--- config.mk ---
export PLATFORM = sky130hd
export DESIGN_NAME = window_sequencer
export DESIGN_NICKNAME = d
export VERILOG_FILES = /design/src/rtl/window_sequencer.sv
export SDC_FILE = /design/constraint.sdc
export NUM_CORES = 1
export LEC_CHECK = 0
export BUFFER_PORTS_ARGS = -buffer_cell sky130_fd_sc_hd__buf_2
export CAP_MARGIN = 10
export CORE_UTILIZATION = 55
export DETAILED_ROUTE_END_ITERATION = 8
export GPL_TIMING_DRIVEN = 1
export PLACE_DENSITY = 0.77
export SLEW_MARGIN = 15
export SYNTH_ARGS = -nofsm -noshare
export SYNTH_HDL_FRONTEND = slang
export SYNTH_SLANG_ARGS = --single-unit
--- constraint.sdc ---
create_clock -name clk -period 5.3 [get_ports clk]
set_clock_uncertainty 0.05 [all_clocks]
set_input_delay 0.53 -clock clk [delete_from_list [all_inputs] [get_ports clk]]
set_output_delay 0.53 -clock clk [all_outputs]
set_load 0.01 [all_outputs]
--- src/rtl/window_sequencer.sv ---
`default_nettype none
// ============================================================================
// Module   : window_sequencer
// Purpose  : Per-window timing sequencer for the diode controller. On an
//            accepted start it latches the mode_profile timing/flag set and
//            runs SEND -> INCREASE -> PAUSE -> LISTEN (-> LFD_ON) for
//            num_windows windows, then pulses done for one DONE cycle.
// Ports    : clk, rst                     clock, synchronous active-high reset
//            start, abort                 sequence request / termination
//            window_*_time                phase durations in cycles (0 -> 1)
//            num_windows                  windows per sequence
//            lfd_disable_before, lfd_enable_after,
//            calibration_mode, pause_action_required   profile flags
//            busy, done, phase, window_idx             sequence status
//            send_en, increase_en, listen_en           phase enables
//            lfd_off, lfd_on                           LFD control
//            pause_strobe, cal_sample                  calibration strobes
// Revision : 1.0  initial release
// ============================================================================
module window_sequencer #(
    parameter int TIME_W = 16,
    parameter int NWIN_W = 8
) (
    input  logic              clk,
    input  logic              rst,
    input  logic              start,
    input  logic              abort,
    input  logic [TIME_W-1:0] window_send_time,
    input  logic [TIME_W-1:0] window_increase_time,
    input  logic [TIME_W-1:0] window_pause_time,
    input  logic [TIME_W-1:0] window_listen_time,
    input  logic [NWIN_W-1:0] num_windows,
    input  logic              lfd_disable_before,
    input  logic              lfd_enable_after,
    input  logic              calibration_mode,
    input  logic              pause_action_required,
    output logic              busy,
    output logic              done,
    output logic [2:0]        phase,
    output logic [NWIN_W-1:0] window_idx,
    output logic              send_en,
    output logic              increase_en,
    output logic              listen_en,
    output logic              lfd_off,
    output logic              lfd_on,
    output logic              pause_strobe,
    output logic              cal_sample
);

    // State codes double as the phase output encoding.
    localparam logic [2:0] ST_IDLE     = 3'd0;
    localparam logic [2:0] ST_SEND     = 3'd1;
    localparam logic [2:0] ST_INCREASE = 3'd2;
    localparam logic [2:0] ST_PAUSE    = 3'd3;
    localparam logic [2:0] ST_LISTEN   = 3'd4;
    localparam logic [2:0] ST_LFD_ON   = 3'd5;
    localparam logic [2:0] ST_DONE     = 3'd6;

    logic [2:0]        r_state, w_nstate;
    logic [TIME_W-1:0] r_cnt, w_ncnt, w_cnt_dec;
    logic [TIME_W-1:0] r_send_ld, r_inc_ld, r_pause_ld, r_listen_ld;
    logic [NWIN_W-1:0] r_idx, w_nidx, w_idx_inc, r_num;
    logic              r_lfd_dis, r_lfd_en, r_cal, r_pause_act;
    logic              w_accept, w_cnt_zero, w_lfd_dis;

    // Counter load value: duration-1, with a zero duration behaving as one cycle.
    function automatic logic [TIME_W-1:0] f_load(input logic [TIME_W-1:0] d);
        return (d == '0) ? '0 : d - 1'b1;
    endfunction

    assign w_cnt_zero = (r_cnt == '0);
    assign w_cnt_dec  = r_cnt - 1'b1;
    assign w_idx_inc  = r_idx + 1'b1;
    // On the accepting cycle the flag register is not yet loaded, so the
    // SEND entry uses the live input.
    assign w_lfd_dis  = w_accept ? lfd_disable_before : r_lfd_dis;

    assign phase      = r_state;
    assign window_idx = r_idx;

    always_comb begin
        w_nstate = r_state;
        w_ncnt   = r_cnt;
        w_nidx   = r_idx;
        w_accept = 1'b0;
        case (r_state)
            ST_IDLE: begin
                w_nidx = '0;
                w_ncnt = '0;
                if (start) begin
                    w_accept = 1'b1;
                    if (num_windows == '0) begin
                        w_nstate = ST_DONE;
                    end else begin
                        w_nstate = ST_SEND;
                        w_ncnt   = f_load(window_send_time);
                    end
                end
            end
            ST_SEND: begin
                if (w_cnt_zero) begin
                    w_nstate = ST_INCREASE;
                    w_ncnt   = r_inc_ld;
                end else begin
                    w_ncnt = w_cnt_dec;
                end
            end
            ST_INCREASE: begin
                if (w_cnt_zero) begin
                    w_nstate = ST_PAUSE;
                    w_ncnt   = r_pause_ld;
                end else begin
                    w_ncnt = w_cnt_dec;
                end
            end
            ST_PAUSE: begin
                if (w_cnt_zero) begin
                    w_nstate = ST_LISTEN;
                    w_ncnt   = r_listen_ld;
                end else begin
                    w_ncnt = w_cnt_dec;
                end
            end
            ST_LISTEN: begin
                if (!w_cnt_zero) begin
                    w_ncnt = w_cnt_dec;
                end else if (r_lfd_en) begin
                    w_nstate = ST_LFD_ON;
                    w_ncnt   = '0;
                end else begin
                    w_nidx   = w_idx_inc;
                    w_nstate = (w_idx_inc == r_num) ? ST_DONE : ST_SEND;
                    w_ncnt   = r_send_ld;
                end
            end
            ST_LFD_ON: begin
                w_nidx   = w_idx_inc;
                w_nstate = (w_idx_inc == r_num) ? ST_DONE : ST_SEND;
                w_ncnt   = r_send_ld;
            end
            ST_DONE: begin
                w_nstate = ST_IDLE;
                w_nidx   = '0;
                w_ncnt   = '0;
            end
            default: begin
                w_nstate = ST_IDLE;
                w_nidx   = '0;
                w_ncnt   = '0;
            end
        endcase
        // Abort overrides everything except an idle-state start.
        if (abort && (r_state != ST_IDLE)) begin
            w_nstate = ST_IDLE;
            w_nidx   = '0;
            w_ncnt   = '0;
        end
    end

    always_ff @(posedge clk) begin
        if (rst) begin
            r_state      <= ST_IDLE;
            r_cnt        <= '0;
            r_idx        <= '0;
            r_num        <= '0;
            r_send_ld    <= '0;
            r_inc_ld     <= '0;
            r_pause_ld   <= '0;
            r_listen_ld  <= '0;
            r_lfd_dis    <= 1'b0;
            r_lfd_en     <= 1'b0;
            r_cal        <= 1'b0;
            r_pause_act  <= 1'b0;
            busy         <= 1'b0;
            done         <= 1'b0;
            send_en      <= 1'b0;
            increase_en  <= 1'b0;
            listen_en    <= 1'b0;
            lfd_off      <= 1'b0;
            lfd_on       <= 1'b0;
            pause_strobe <= 1'b0;
            cal_sample   <= 1'b0;
        end else begin
            r_state <= w_nstate;
            r_cnt   <= w_ncnt;
            r_idx   <= w_nidx;
            if (w_accept) begin
                r_num       <= num_windows;
                r_send_ld   <= f_load(window_send_time);
                r_inc_ld    <= f_load(window_increase_time);
                r_pause_ld  <= f_load(window_pause_time);
                r_listen_ld <= f_load(window_listen_time);
                r_lfd_dis   <= lfd_disable_before;
                r_lfd_en    <= lfd_enable_after;
                r_cal       <= calibration_mode;
                r_pause_act <= pause_action_required;
            end
            // Outputs are decoded from the next state so they line up with phase.
            busy         <= (w_nstate != ST_IDLE);
            done         <= (w_nstate == ST_DONE);
            send_en      <= (w_nstate == ST_SEND);
            increase_en  <= (w_nstate == ST_INCREASE);
            listen_en    <= (w_nstate == ST_LISTEN);
            lfd_off      <= w_lfd_dis && (w_nstate >= ST_SEND) && (w_nstate <= ST_LISTEN);
            lfd_on       <= (w_nstate == ST_LFD_ON);
            pause_strobe <= r_pause_act && (w_nstate == ST_PAUSE) && (r_state != ST_PAUSE);
            cal_sample   <= r_cal && (w_nstate == ST_LISTEN) && (w_ncnt == '0);
        end
    end

endmodule
`default_nettype wire

==> results.txt <==
* Run status: finished with violations
- Failing checks: design-rule violations
- Clock tree from TritonCTS: yes
* Final-stage net count: approximately 1000
- Cells fill 64.4% of the core in the end.
- Post-layout minimum cycle time: 3.34 ns
- Core box area: 11600 µm²
* Clock tree buffer depth: 2
- Dominant combinational cell family by area after synthesis: simple AND/OR/NAND/NOR gates
- For this design the ratio of total power to cell area is roughly 480 nW/µm².
- Clock latency reported for the late side of the worst-skew pair: ~0.35 ns
- The most critical setup path has its endpoint at r_listen_ld[13].
- Clock transition at path regs: 0.07 ns
- Summing the areas of all compound-gate instances in the mapped netlist gives a little over a fifth of the synthesized area.
* Routed wire per std cell: 16.8 µm
- At the pin with the least slew margin, the transition time is 1.09 ns.
* Pins over their slew limit: 0
- The worst setup path is of the flop to flop kind.
- Clock buffer count from CTS: 9
* Fraction of the mapped netlist area in simple logic gates: ~28%
- The repair_antennas step left the layout with diodes totalling 0.
* Via count of the first global-routing pass: about 5700
- Routed wire length: 17800 µm
- The share of synthesized area in the top cell type comes to 33.5%.
* Hold buffer count at CTS: 0
- Boundary Pins: 100
- Count of cell types in the netlist: 72
- Synth Area in XOR/XNOR: 9.29%
- Of the total power, combinational logic draws between 40% and 50%.
* Placement row count: 39
- Per report_power, the sequential group accounts for 34.5% of the total.
- Peak supply drop: roughly 0.21 mV
* Max transition margin: 27.3%
- Switching pwr: 1550 µW
- Max frequency: around 0.3 GHz
- In the post-synthesis netlist, the biggest area contributors are sky130_fd_sc_hd__dfxtp_1, sky130_fd_sc_hd__nor2_1, sky130_fd_sc_hd__a22oi_1, sky130_fd_sc_hd__xor2_1, sky130_fd_sc_hd__xnor2_1.
* Overall global routing resource usage: between 20% and 30%
- The portion of synthesized area spent on multiplexers is under 10%.
- STA puts the critical path data required time at between 5 and 6 ns.
- EDFF count, synth: 0
* Drt initial violations: ~830
- Global-route wire length before repair: approximately 29000 µm
- Setup violations remaining at the end of the flow were counted as 0.
- Synth Net Count: 938
* Cell-internal power: 2020 µW
* Clock share of power: between 10% and 20%
* Worst r2r src: phase[1]
- Cell leakage power: 0.00298 µW
- Gpl congestion: 0.947
- Capture point of the worst reg-to-reg path: r_listen_ld[13]
- Overflow left after global routing: 0
- The H-tree generated during clock tree synthesis spans 3 levels.
* Count of port buffers added during placement: approximately 100
- Post-cts repair resize count: 0
- In this run the vertical extent of the chip is 112 µm.
- Measured along the x axis, the die boundary spans approximately 110 µm.
- Total power: 3570 µW
- Maximum number of pins on one net before global-route repair: 83
* Fraction of final layout cells sized beyond drive strength 1: 16.2%
- The area growth from synthesis to layout is 11.9%.
* DR vias: 6535
- The tool flagged a number of max-cap violations equal to 0.
- Synthesis inferred 112 register bits.
- After layout, the worst path uses 62.9% of the clock period.
- Setup Total Neg Slack: 0 ns
* R2r setup slk: 1.96 ns
- Post-CTS repair timing setup buffer count: 0
- Cell type contributing the most total cell area after synthesis: sky130_fd_sc_hd__dfxtp_1
- Drt via density: between 6 and 7
* Switching portion of total power: 43.5%
* Proportion of synthesized flip-flops having asynchronous set or reset: 0%
- The HPWL after detailed placement is 13500 µm.
* Post-Syn Instances: around 850
- Crit end category: flop
- Setup repair after global routing left no endpoint under its margin.
- Setup crit start: phase[1]
- Share of synthesized cell area in full adder, half adder and majority cells: 1.31%
- In this run the worst path has a maximum fanout of a little over 80.
- Fraction of the yosys area taken by sequential cells: 33.5%
* Number of antenna violations at the first check in global routing: 0
* Most instantiated flip-flop cell in the synthesis netlist: sky130_fd_sc_hd__dfxtp_1
- Counting cells, the worst reg-to-reg path comes to 7.
- STA classifies the critical path startpoint as a flop.
* Synthesized area: about 6700 µm²
- Post-route ant nets: 0
* Warning count from the yosys run: 0
- CTS placed an instance of sky130_fd_sc_hd__clkbuf_16 at the clock tree root.
* Fin. Hold Viols: 0
- Total Die Area: 12600 µm²
- The tree built by TritonCTS fans out to roughly 110 sinks.
- Hold Crit Class: primary input to flop
- Initial Utilization: ~58%
* Number of iterations in the first detailed-routing pass: 9
- After detailed routing, the number of remaining DRC violations is 5.
- Avg Synthesized Cell Area: 7.86 µm²
* Critical path arrival: around 3.6 ns
[cells in the final DEF (no fill, tap or decap), types with 5 or more instances in the layout]
master                      instances
sky130_fd_sc_hd__a211oi_1           6
sky130_fd_sc_hd__a21oi_1           50
sky130_fd_sc_hd__a22o_1             5
sky130_fd_sc_hd__a22oi_1           61
sky130_fd_sc_hd__and2_1            11
sky130_fd_sc_hd__buf_2             99
sky130_fd_sc_hd__buf_4              7
sky130_fd_sc_hd__clkbuf_16          9
sky130_fd_sc_hd__dfxtp_1          112
sky130_fd_sc_hd__ha_1               7
sky130_fd_sc_hd__inv_1             21
sky130_fd_sc_hd__mux2_2             5
sky130_fd_sc_hd__mux2i_1           10
sky130_fd_sc_hd__nand2_1           76
sky130_fd_sc_hd__nand2b_1           8
sky130_fd_sc_hd__nand3_1           17
sky130_fd_sc_hd__nand4_1            8
sky130_fd_sc_hd__nor2_1           132
sky130_fd_sc_hd__nor2b_1           10
sky130_fd_sc_hd__nor3_1            32
sky130_fd_sc_hd__nor4_1            10
sky130_fd_sc_hd__o211ai_1           5
sky130_fd_sc_hd__o21ai_0           28
sky130_fd_sc_hd__o22ai_1            5
sky130_fd_sc_hd__or3_1             16
sky130_fd_sc_hd__xnor2_1           35
sky130_fd_sc_hd__xor2_1            36
[power by group through the flow]
stage                     clock, µW  combinational [µW]  sequential [µW]
after floorplan                   0                1320             1160
after CTS                       627                1690             1220
after detailed placement          0                1680             1240
final                           613                1720             1230
after global routing            660                1890             1250
after global placement            0                1680             1240
[synthesized netlist by cell type, drive strengths merged (7+ instances only)]
master,count
buf,16
nor2,132
nand4,9
a21oi,50
ha,7
inv,21
a22oi,61
dfxtp,112
nor3,32
mux2i,10
or3,17
xor2,36
nand2,76
nand3,18
xnor2,35
nor4,17
o21ai,31
clkbuf,35
nand2b,8
and2,11
nor2b,10
[cell type report]
cell class                      count  area (µm²)
Tap cell                          143         179
Fill cell                        1092        4130
Inverter                           21        78.8
Multi-Input combinational cell    667        4170
Sequential cell                   112        2240
Clock inverter                      5        33.8
Clock buffer                       10         229
Timing Repair Buffer              106         548
[kinds of logic after synthesis]
| family | count (synthesis) |
|---|---|
| flops | 112 |
| buf+inv | 72 |
| simple gates | 362 |
| fa+ha+maj | 7 |
| mux | 15 |
| compound gates | 212 |
| xor+xnor | 71 |
[worst min-delay path by stage]
stage	cells past startpoint	endpoint	from	slack, ns
after floorplan	2	pause_strobe	r_pause_act	0.37
after global placement	2	pause_strobe	r_pause_act	0.38
after detailed placement	2	pause_strobe	r_pause_act	0.38
after CTS	3	r_pause_act	pause_action_required	0.36
after global routing	3	r_pause_act	pause_action_required	0.37
final	3	r_pause_act	pause_action_required	0.37
[state kept, by name, indices dropped and copies added (netlist names)]
signal	count
lfd_off	1
r_pause_ld	16
window_idx	8
r_num	8
cal_sample	1
r_lfd_en	1
r_send_ld	16
r_lfd_dis	1
phase	3
lfd_on	1
r_cnt	16
increase_en	1
listen_en	1
r_cal	1
done	1
r_pause_act	1
pause_strobe	1
r_listen_ld	16
r_inc_ld	16
busy	1
send_en	1
[metrics by stage]
stage          area (µm²)  worst slack, ns  hold WS [ns]  instances
6_report             7480             1.96         0.366       1064
5_1_grt              7480             1.65         0.367       1064
4_1_cts              7480             2.04         0.355       1064
3_5_place_dp         7220             2.05         0.383       1049
3_3_place_gp         7220             2.05         0.385       1049
2_1_floorplan        6690             2.64         0.366        851
[metal layers]
layer / share of wire [%] / vias to the layer above / global-route usage [%] / wire length (µm)
met5: 0 / - / 0 / 0
met4: 3.1 / 0 / 11.0 / 549
met3: 7.6 / 40 / 5.89 / 1360
met2: 44 / 308 / 45.6 / 7840
met1: 45 / 2982 / 39.5 / 8080
li1: - / 3205 / - / -
[critical path, cell delays in order (launching register included)]
cell                       delay, ns
sky130_fd_sc_hd__dfxtp_1        0.91
sky130_fd_sc_hd__nor2b_1        0.21
sky130_fd_sc_hd__a221oi_1       0.45
sky130_fd_sc_hd__nand3_2        0.13
sky130_fd_sc_hd__buf_4          0.39
sky130_fd_sc_hd__nor2_1         0.82
sky130_fd_sc_hd__a22oi_1        0.15
sky130_fd_sc_hd__nor2_1         0.14
Note: power is estimated with default switching activity, not from simulation.
